<file path="config.mk">
export PLATFORM = sky130hd
export DESIGN_NAME = gcd_req_driver_flat
export DESIGN_NICKNAME = d
export VERILOG_FILES = /design/src/rtl/gcd_req_driver_if.sv /design/src/rtl/gcd_req_driver.sv /design/src/flat_wrapper.sv
export SDC_FILE = /design/constraint.sdc
export NUM_CORES = 1
export LEC_CHECK = 0
export CORE_ASPECT_RATIO = 0.9
export CORE_UTILIZATION = 52
export DETAILED_ROUTE_END_ITERATION = 12
export GPL_ROUTABILITY_DRIVEN = 0
export PLACE_DENSITY_LB_ADDON = 0.1
export SKIP_CTS_REPAIR_TIMING = 1
export SLEW_MARGIN = 5
export SYNTH_ARGS = -nofsm -noshare
export SYNTH_HDL_FRONTEND = slang
export SYNTH_SLANG_ARGS = --single-unit
export TNS_END_PERCENT = 30
</file>
<file path="constraint.sdc">
create_clock -name clk -period 3.3 [get_ports clk]
set_input_delay 0.66 -clock clk [delete_from_list [all_inputs] [get_ports clk]]
set_output_delay 0.66 -clock clk [all_outputs]
set_load 0.005 [all_outputs]
</file>
<file path="src/rtl/gcd_req_driver_if.sv">
// Bundles the operand, result and GCD-core signals of the requester.
// The master modport is the surroundings and the slave modport is the driver.
// Valid/ready rule: a transfer happens on any rising clk edge where valid && ready are both high.
// Once valid is raised, it stays high with stable payload until that transfer occurs.
interface gcd_req_driver_if #(
    parameter int NBits = 16
);
    logic             in_valid;
    logic             in_ready;
    logic [NBits-1:0] in_a;
    logic [NBits-1:0] in_b;
    logic             out_valid;
    logic             out_ready;
    logic [NBits-1:0] out_gcd;
    logic             out_err;
    logic             out_local;
    logic             start;
    logic [NBits-1:0] xi;
    logic [NBits-1:0] yi;
    logic [NBits-1:0] xo;
    logic             rdy;
    logic             busy;

    modport master (
        output in_valid, in_a, in_b, out_ready, xo, rdy,
        input  in_ready, out_valid, out_gcd, out_err, out_local, start, xi, yi, busy
    );

    modport slave (
        input  in_valid, in_a, in_b, out_ready, xo, rdy,
        output in_ready, out_valid, out_gcd, out_err, out_local, start, xi, yi, busy
    );
endinterface

</file>
<file path="src/rtl/gcd_req_driver.sv">
// Requester for a start/rdy GCD core. It launches the core, captures xo when rdy rises,
// resolves trivial pairs locally and aborts a stalled core after TIMEOUT cycles.
module gcd_req_driver #(
    parameter int NBits   = 16,
    parameter int TIMEOUT = 1024,
    parameter bit BYPASS  = 1'b1
) (
    input  logic                clk,
    input  logic                rst,
    gcd_req_driver_if.slave     bus,
    output logic [2:0]          dbg_state_o
);
    typedef enum logic [2:0] {
        IDLE      = 3'd0,
        ISSUE     = 3'd1,
        WAIT_BUSY = 3'd2,
        WAIT_DONE = 3'd3,
        OUT       = 3'd4
    } state_e;

    localparam int TW = (TIMEOUT > 2) ? $clog2(TIMEOUT) : 1;
    localparam logic [TW-1:0] TLAST = TW'(TIMEOUT - 2);

    state_e           state_q;
    logic [NBits-1:0] xi_q;
    logic [NBits-1:0] yi_q;
    logic [NBits-1:0] out_gcd_q;
    logic             out_err_q;
    logic             out_local_q;
    logic [TW-1:0]    timer_q;
    logic             rdy_q;

    logic             any_zero;
    logic             trivial;
    logic [NBits-1:0] trivial_val;
    logic             rdy_rise;

    assign any_zero    = (bus.in_a == '0) || (bus.in_b == '0);
    assign trivial     = BYPASS && (any_zero || (bus.in_a == bus.in_b));
    assign trivial_val = any_zero ? (bus.in_a + bus.in_b) : bus.in_a;
    assign rdy_rise    = bus.rdy && !rdy_q;

    // The timer is compared one step early, so the abort lands TIMEOUT cycles after the start cycle.
    always_ff @(posedge clk or negedge rst) begin
        if (!rst) begin
            state_q     <= IDLE;
            xi_q        <= '0;
            yi_q        <= '0;
            out_gcd_q   <= '0;
            out_err_q   <= 1'b0;
            out_local_q <= 1'b0;
            timer_q     <= '0;
            rdy_q       <= 1'b0;
        end else begin
            rdy_q <= bus.rdy;
            case (state_q)
                IDLE: begin
                    if (bus.in_valid) begin
                        if (trivial) begin
                            out_gcd_q   <= trivial_val;
                            out_local_q <= 1'b1;
                            out_err_q   <= 1'b0;
                            state_q     <= OUT;
                        end else begin
                            xi_q    <= bus.in_a;
                            yi_q    <= bus.in_b;
                            state_q <= ISSUE;
                        end
                    end
                end
                ISSUE: begin
                    timer_q <= '0;
                    state_q <= WAIT_BUSY;
                end
                WAIT_BUSY, WAIT_DONE: begin
                    timer_q <= timer_q + TW'(1);
                    if (rdy_rise) begin
                        out_gcd_q   <= bus.xo;
                        out_local_q <= 1'b0;
                        out_err_q   <= 1'b0;
                        state_q     <= OUT;
                    end else if (timer_q == TLAST) begin
                        out_gcd_q   <= '0;
                        out_local_q <= 1'b0;
                        out_err_q   <= 1'b1;
                        state_q     <= OUT;
                    end else if (state_q == WAIT_BUSY && !bus.rdy) begin
                        state_q <= WAIT_DONE;
                    end
                end
                OUT: begin
                    if (bus.out_ready) begin
                        state_q <= IDLE;
                    end
                end
                default: state_q <= IDLE;
            endcase
        end
    end

    assign bus.in_ready  = (state_q == IDLE);
    assign bus.busy      = (state_q != IDLE);
    assign bus.start     = (state_q == ISSUE);
    assign bus.out_valid = (state_q == OUT);
    assign bus.out_gcd   = out_gcd_q;
    assign bus.out_err   = out_err_q;
    assign bus.out_local = out_local_q;
    assign bus.xi        = xi_q;
    assign bus.yi        = yi_q;
    assign dbg_state_o   = state_q;
endmodule
</file>
<file path="src/flat_wrapper.sv">
// flat-port wrapper written by rule: the top's interface ports become plain ports
module gcd_req_driver_flat 
#(
    parameter int NBits   = 16,
    parameter int TIMEOUT = 1024,
    parameter bit BYPASS  = 1'b1
)
  (clk, rst, dbg_state_o, bus_in_valid, bus_in_a, bus_in_b, bus_out_ready, bus_xo, bus_rdy, bus_in_ready, bus_out_valid, bus_out_gcd, bus_out_err, bus_out_local, bus_start, bus_xi, bus_yi, bus_busy);
  gcd_req_driver_if #(.NBits(NBits)) bus_i ();
  input  logic clk;
  input  logic rst;
  output logic [2:0] dbg_state_o;
  input wire logic [$bits(bus_i.in_valid)-1:0] bus_in_valid;
  input wire logic [$bits(bus_i.in_a)-1:0] bus_in_a;
  input wire logic [$bits(bus_i.in_b)-1:0] bus_in_b;
  input wire logic [$bits(bus_i.out_ready)-1:0] bus_out_ready;
  input wire logic [$bits(bus_i.xo)-1:0] bus_xo;
  input wire logic [$bits(bus_i.rdy)-1:0] bus_rdy;
  output wire logic [$bits(bus_i.in_ready)-1:0] bus_in_ready;
  output wire logic [$bits(bus_i.out_valid)-1:0] bus_out_valid;
  output wire logic [$bits(bus_i.out_gcd)-1:0] bus_out_gcd;
  output wire logic [$bits(bus_i.out_err)-1:0] bus_out_err;
  output wire logic [$bits(bus_i.out_local)-1:0] bus_out_local;
  output wire logic [$bits(bus_i.start)-1:0] bus_start;
  output wire logic [$bits(bus_i.xi)-1:0] bus_xi;
  output wire logic [$bits(bus_i.yi)-1:0] bus_yi;
  output wire logic [$bits(bus_i.busy)-1:0] bus_busy;
  assign bus_i.in_valid = bus_in_valid;
  assign bus_i.in_a = bus_in_a;
  assign bus_i.in_b = bus_in_b;
  assign bus_i.out_ready = bus_out_ready;
  assign bus_i.xo = bus_xo;
  assign bus_i.rdy = bus_rdy;
  assign bus_in_ready = bus_i.in_ready;
  assign bus_out_valid = bus_i.out_valid;
  assign bus_out_gcd = bus_i.out_gcd;
  assign bus_out_err = bus_i.out_err;
  assign bus_out_local = bus_i.out_local;
  assign bus_start = bus_i.start;
  assign bus_xi = bus_i.xi;
  assign bus_yi = bus_i.yi;
  assign bus_busy = bus_i.busy;
  gcd_req_driver #(.NBits(NBits), .TIMEOUT(TIMEOUT), .BYPASS(BYPASS)) u_core (.clk(clk), .rst(rst), .bus(bus_i), .dbg_state_o(dbg_state_o));
endmodule
</file>
=== Word-level counts from Yosys, hierarchy flattened ===
Index checks and enable logic that the tools add are counted.

* Bits of input ports: 53
* Logic and storage cells: 62
* Flip-flop bits (word level): 64

* Bitwise gates (word level): 1
* Equal/unequal tests: 11
* Add/subtract/negate cells: 2
* Reduce and logical (&&, ||, !) cells: 16
* Multiplexer cells: 24

{| class="wikitable"
|+ Operators by type and width
! operator !! count
|-
| $mux 16 || 5
|-
| $logic_not 16->1 || 2
|-
| $pmux 16 s2 || 1
|-
| $pmux 10 s2 || 1
|-
| $mux 3 || 6
|-
| $add 16x16->16 || 1
|-
| $eq 16x16->1 || 1
|-
| $pmux 3 s4 || 1
|-
| $add 10x1->10 const B || 1
|-
| $eq 10x10->1 const B || 1
|-
| $mux 1 || 8
|-
| $eq 3x2->1 const B || 2
|-
| $reduce_and 3->1 || 2
|-
| $ne 2x2->1 const B || 2
|-
| $ne 4x1->1 const B || 1
|-
| $pmux 1 s2 || 2
|-
| $reduce_and 4->1 || 1
|-
| $reduce_bool 2->1 || 2
|-
| $eq 3x1->1 const B || 1
|-
| $eq 3x3->1 const B || 1
|-
| $logic_not 3->1 || 1
|-
| $ne 3x1->1 const B || 1
|-
| $reduce_bool 3->1 || 1
|-
| $logic_and 1x1->1 || 2
|-
| 5 further kinds || 7
|}

=== Logic depth before layout (Yosys ltp) ===
* Depth after elaboration: 6
* Depth in mapped cells: 10
* Gate-level depth less buffers: 9

=== Worst setup path after synthesis ===
OpenSTA, ideal clock, no wires.

* Path type: input port to flip-flop
* From: in bus_in_b[0]
* To: reg u_core.out_gcd_q[14], in the netlist u_core.bus.out_gcd[14]
* Data arrival time: 2.802 ns
* Stages: 9
* Buffers on the path: 0
* Path slack: 0.422 ns
* Cells stage by stage: ha_1 fa_1 a211oi_2 o21bai_1 a2111oi_0 nor2_1 a41oi_2 mux2_1 o21ai_1

* Longest elaborated chain between the ends: 6
* Elaborated cells on any way between the ends: 11
* Classes of those cells: add/sub (1); eq/ne (2); mux (4); reduce/logical (4)

{| class="wikitable"
|+ Ends and longest elaborated chain
! item !! line !! RTL
|-
| start: declaration || flat_wrapper.sv:15 || <nowiki>input wire logic [$bits(bus_i.in_b)-1:0] bus_in_b;</nowiki>
|-
| branches (longest 6 deep; another with $add 16x16->16) || - ||
|-
| end signal: assignment || gcd_req_driver.sv:60 || <nowiki>out_gcd_q <= trivial_val;</nowiki>
|-
| end signal: assignment || gcd_req_driver.sv:78 || <nowiki>out_gcd_q <= bus.xo;</nowiki>
|-
| end: declaration || gcd_req_driver.sv:27 || <nowiki>logic [NBits-1:0] out_gcd_q;</nowiki>
|}

Parallel ways; which one is timed is not known. The select of a mux whose other input is x is not followed.
A chain may end at the register's enable or synchronous reset.

=== Worst setup path after layout ===
Same ends and word-level chain as after synthesis.

==> flow_summary.yaml <==
synth:
  syn-instance-count: 372
  yosys.area.top_type: "dfrtp_1"
  synth_cell_types: 53
  syn_area_mm2: 0.00374
  yosys_warnings: 0
  avgSynthCellArea_um2: 10.0
  synth_common_cells: "dfrtp_1, nand2_1, mux2_2"
  syn-num-nets: 443
  synth.area.top_cells: "dfrtp_1, mux2_2, ha_1, nand2_1, o21ai_0"
  seq_area_frac_synth_pct: 42.9
  synth_edf_count: 0
  yosysMostFrequentCell: "dfrtp_1"
  dominantRegCellSynth: "dfrtp_1"
  ys_ff_latch: 64
  async_flop_share_pct: 100
  synth_top_area_share_pct: 42.9
floorplan:
  rows: 28
  start_util_pct: 55.3
  die_height_um: 82.4
  dieArea_mm2: 0.00753
  die_width_um: 91.4
  core_area_mm2: 0.00676
  io_pins: 110
sta:
  period_minus_slack_ps: 3020
  setup_slack_ps: 278
  setup-violations-final: 0
  max_freq_mhz: 331
  finalSetupTns_ps: 0
  tightest_slew_ps: 603
  rsz0062_at_grt: "no"
  fin_skew_ps: 9.58
  post-route-period-util_pct: 91.6
  slew_viol_final: 0
  max_slew_margin_pct: 59.4
  hold_viol: 0
setup_path:
  reg2reg_depth: 6
  worstReg2RegEnd: "u_core.bus.out_gcd[15]"
  crit_arrival_ps: 3320
  cp.required_ps: 3600
  critPathTopFamily: "compound AO/OA/AOI/OAI gates"
  crit_start: "bus_in_b[0]"
  setup.worst_path.start_class: "input pin"
  path_class: "input pin to flip-flop"
  cp_max_fo: 2
  r2r_start: "u_core.dbg_state_o[2]"
  crit_chain: "clkdlybuf4s50_1 -> ha_1 -> fa_1 -> a211oi_2 -> o21bai_1 -> a2111oi_0 -> nor2_1 -> a41oi_2 -> mux2_1 -> o21ai_1"
  worstSetupEndpointType: "flip-flop"
  cp-endpoint: "u_core.bus.out_gcd[14]"
  cp.depth: 10
  max_stage_delay_ps: 430
  regToRegSetupSlack_ps: 1230
  critPathBufInv: 1
  cpMaxStageDelayCell: "clkdlybuf4s50_1"
detailed_routing:
  postRouteAntennaNets: 0
  viasPerCell: 6.04
  drt_first_pass_iters: 5
  drt_iter0_markers: 240
  wire_per_inst_um: 18.2
  drc_errors: 0
  dr_total_vias: 3598
  drt_wl_total_mm: 10.8
final_layout:
  area_growth_pct: 41.3
  stdcell_count: 596
  antennaDiodeCount: 0
  layout.nets: 572
  drive_above_1_share_pct: 16.4
power:
  switching_share_pct: 33.5
  powerDensity_mw_per_mm2: 750
  vdd_drop_max_mv: 0.421
  clkPwrFrac_pct: 19.2
  leakage_nw: 2.23
  p_sw_mw: 1.33
  power_mw: 3.96
  seqPwrFrac_pct: 33.8
  combPwrFrac_pct: 47.0
  internal_power_mw: 2.63
global_routing:
  grt_usage_pct: 29.9
  grt_pass1_vias: 3485
  grt_max_degree: 65
  grt_overflow: 0
  antenna_found_initial: 0
  grt_pass1_wl_mm: 17.2
clock_network:
  cts_tree: "built"
  worstSkewPairLatency_ps: 360
  htreeDepth: 3
  clock_tree.root_cell: "clkbuf_8"
  cts_sinks: 64
  cts_buffer_depth: 2
  clk_pin_slew_ps: 80
  cts_buffers: 9
hold_path:
  hp-class: "input pin to asynchronous set/reset pin"
place:
  dpl.cell_count: 580
  dp_slack_ps: -110
  port_buffers: 109
  dpl.hpwl_mm: 8.00
run_status:
  status: "complete, no violations"
job:
  cap_violations: 0
[worst register-to-register path: cells and delay by family (launching register included)]
kind	cells	cell delay, ps
flops	1	470
simple gates	6	1500
[per-layer routing]
layer  up-vias  part of all wire, %  GRT usage (%)
li1       1656                    -              -
met1      1728                   42           38.3
met2       177                   49           50.0
met3        37                  6.6           5.49
met4         0                  3.0           14.4
met5         -                    0              0
[worst min-delay path by stage]
| stage | slack [ps] | endpoint |
|---|---|---|
| floorplan | 360 | u_core.bus.out_err |
| global placement | 460 | u_core.bus.out_gcd[1] |
| detailed placement | 470 | u_core.bus.out_gcd[6] |
| CTS | 310 | u_core.bus.out_gcd[1] |
| global route | 330 | u_core.bus.out_gcd[3] |
| finish | 290 | u_core.bus.out_gcd[1] |
[cell usage in the layout (no fill, tap or decap), drive strengths merged, types with 5 or more instances in the layout]
cell	instances
o211ai	5
and3	6
buf	23
nor2	16
a21oi	27
xnor2	5
o21ai	32
nand3	10
clkdlybuf4s50	108
nor3	6
dfrtp	64
nor4	13
a211oi	7
inv	8
nand2	41
ha	17
mux2	33
a22oi	5
nand4	5
a21o	6
xor2	5
clkbuf	9
[logic make-up after synthesis]
group | after synthesis | synth area share [%]
adder cells (fa/ha/maj) | 18 | 6.23
buffers and inverters | 21 | 2.55
flip-flops | 64 | 42.9
AND/OR/NAND/NOR | 115 | 15.7
AO/OA/AOI/OAI | 110 | 20.1
XOR/XNOR | 10 | 2.34
multiplexers | 34 | 10.2
[registers in the layout, indices dropped and copies added (netlist names)]
register              count
u_core.bus.out_err        1
u_core.bus.out_gcd       16
u_core.bus.out_local      1
u_core.bus.xi            16
u_core.bus.yi            16
u_core.dbg_state_o        3
u_core.rdy_q              1
u_core.timer_q           10
[power groups by stage]
stage	sequential, mW	clock (mW)	combinational, mW
2_1_floorplan	1.34	0	0.835
3_3_place_gp	1.33	0	1.80
3_5_place_dp	1.35	0	1.86
4_1_cts	1.33	0.773	1.87
5_1_grt	1.38	0.803	2.01
6_report	1.34	0.760	1.86
[final cells by class]
type | instances | area, um2
flip-flops and latches | 64 | 1600
multi-input cells | 287 | 2040
clock buffers | 9 | 124
fillers | 456 | 1480
well taps | 90 | 113
clock inverters | 7 | 96.3
inverters | 8 | 30.0
repair buffers | 131 | 1280
[metrics by stage]
step	hold slack [ps]	utilization, %	instance area [um2]
final	292	78.1	5280
after global routing	328	78.1	5280
after CTS	314	78.1	5280
after detailed placement	475	74.8	5060
after global placement	462	74.8	5060
after floorplan	364	-	3740
(Power assumes the default switching activity.)
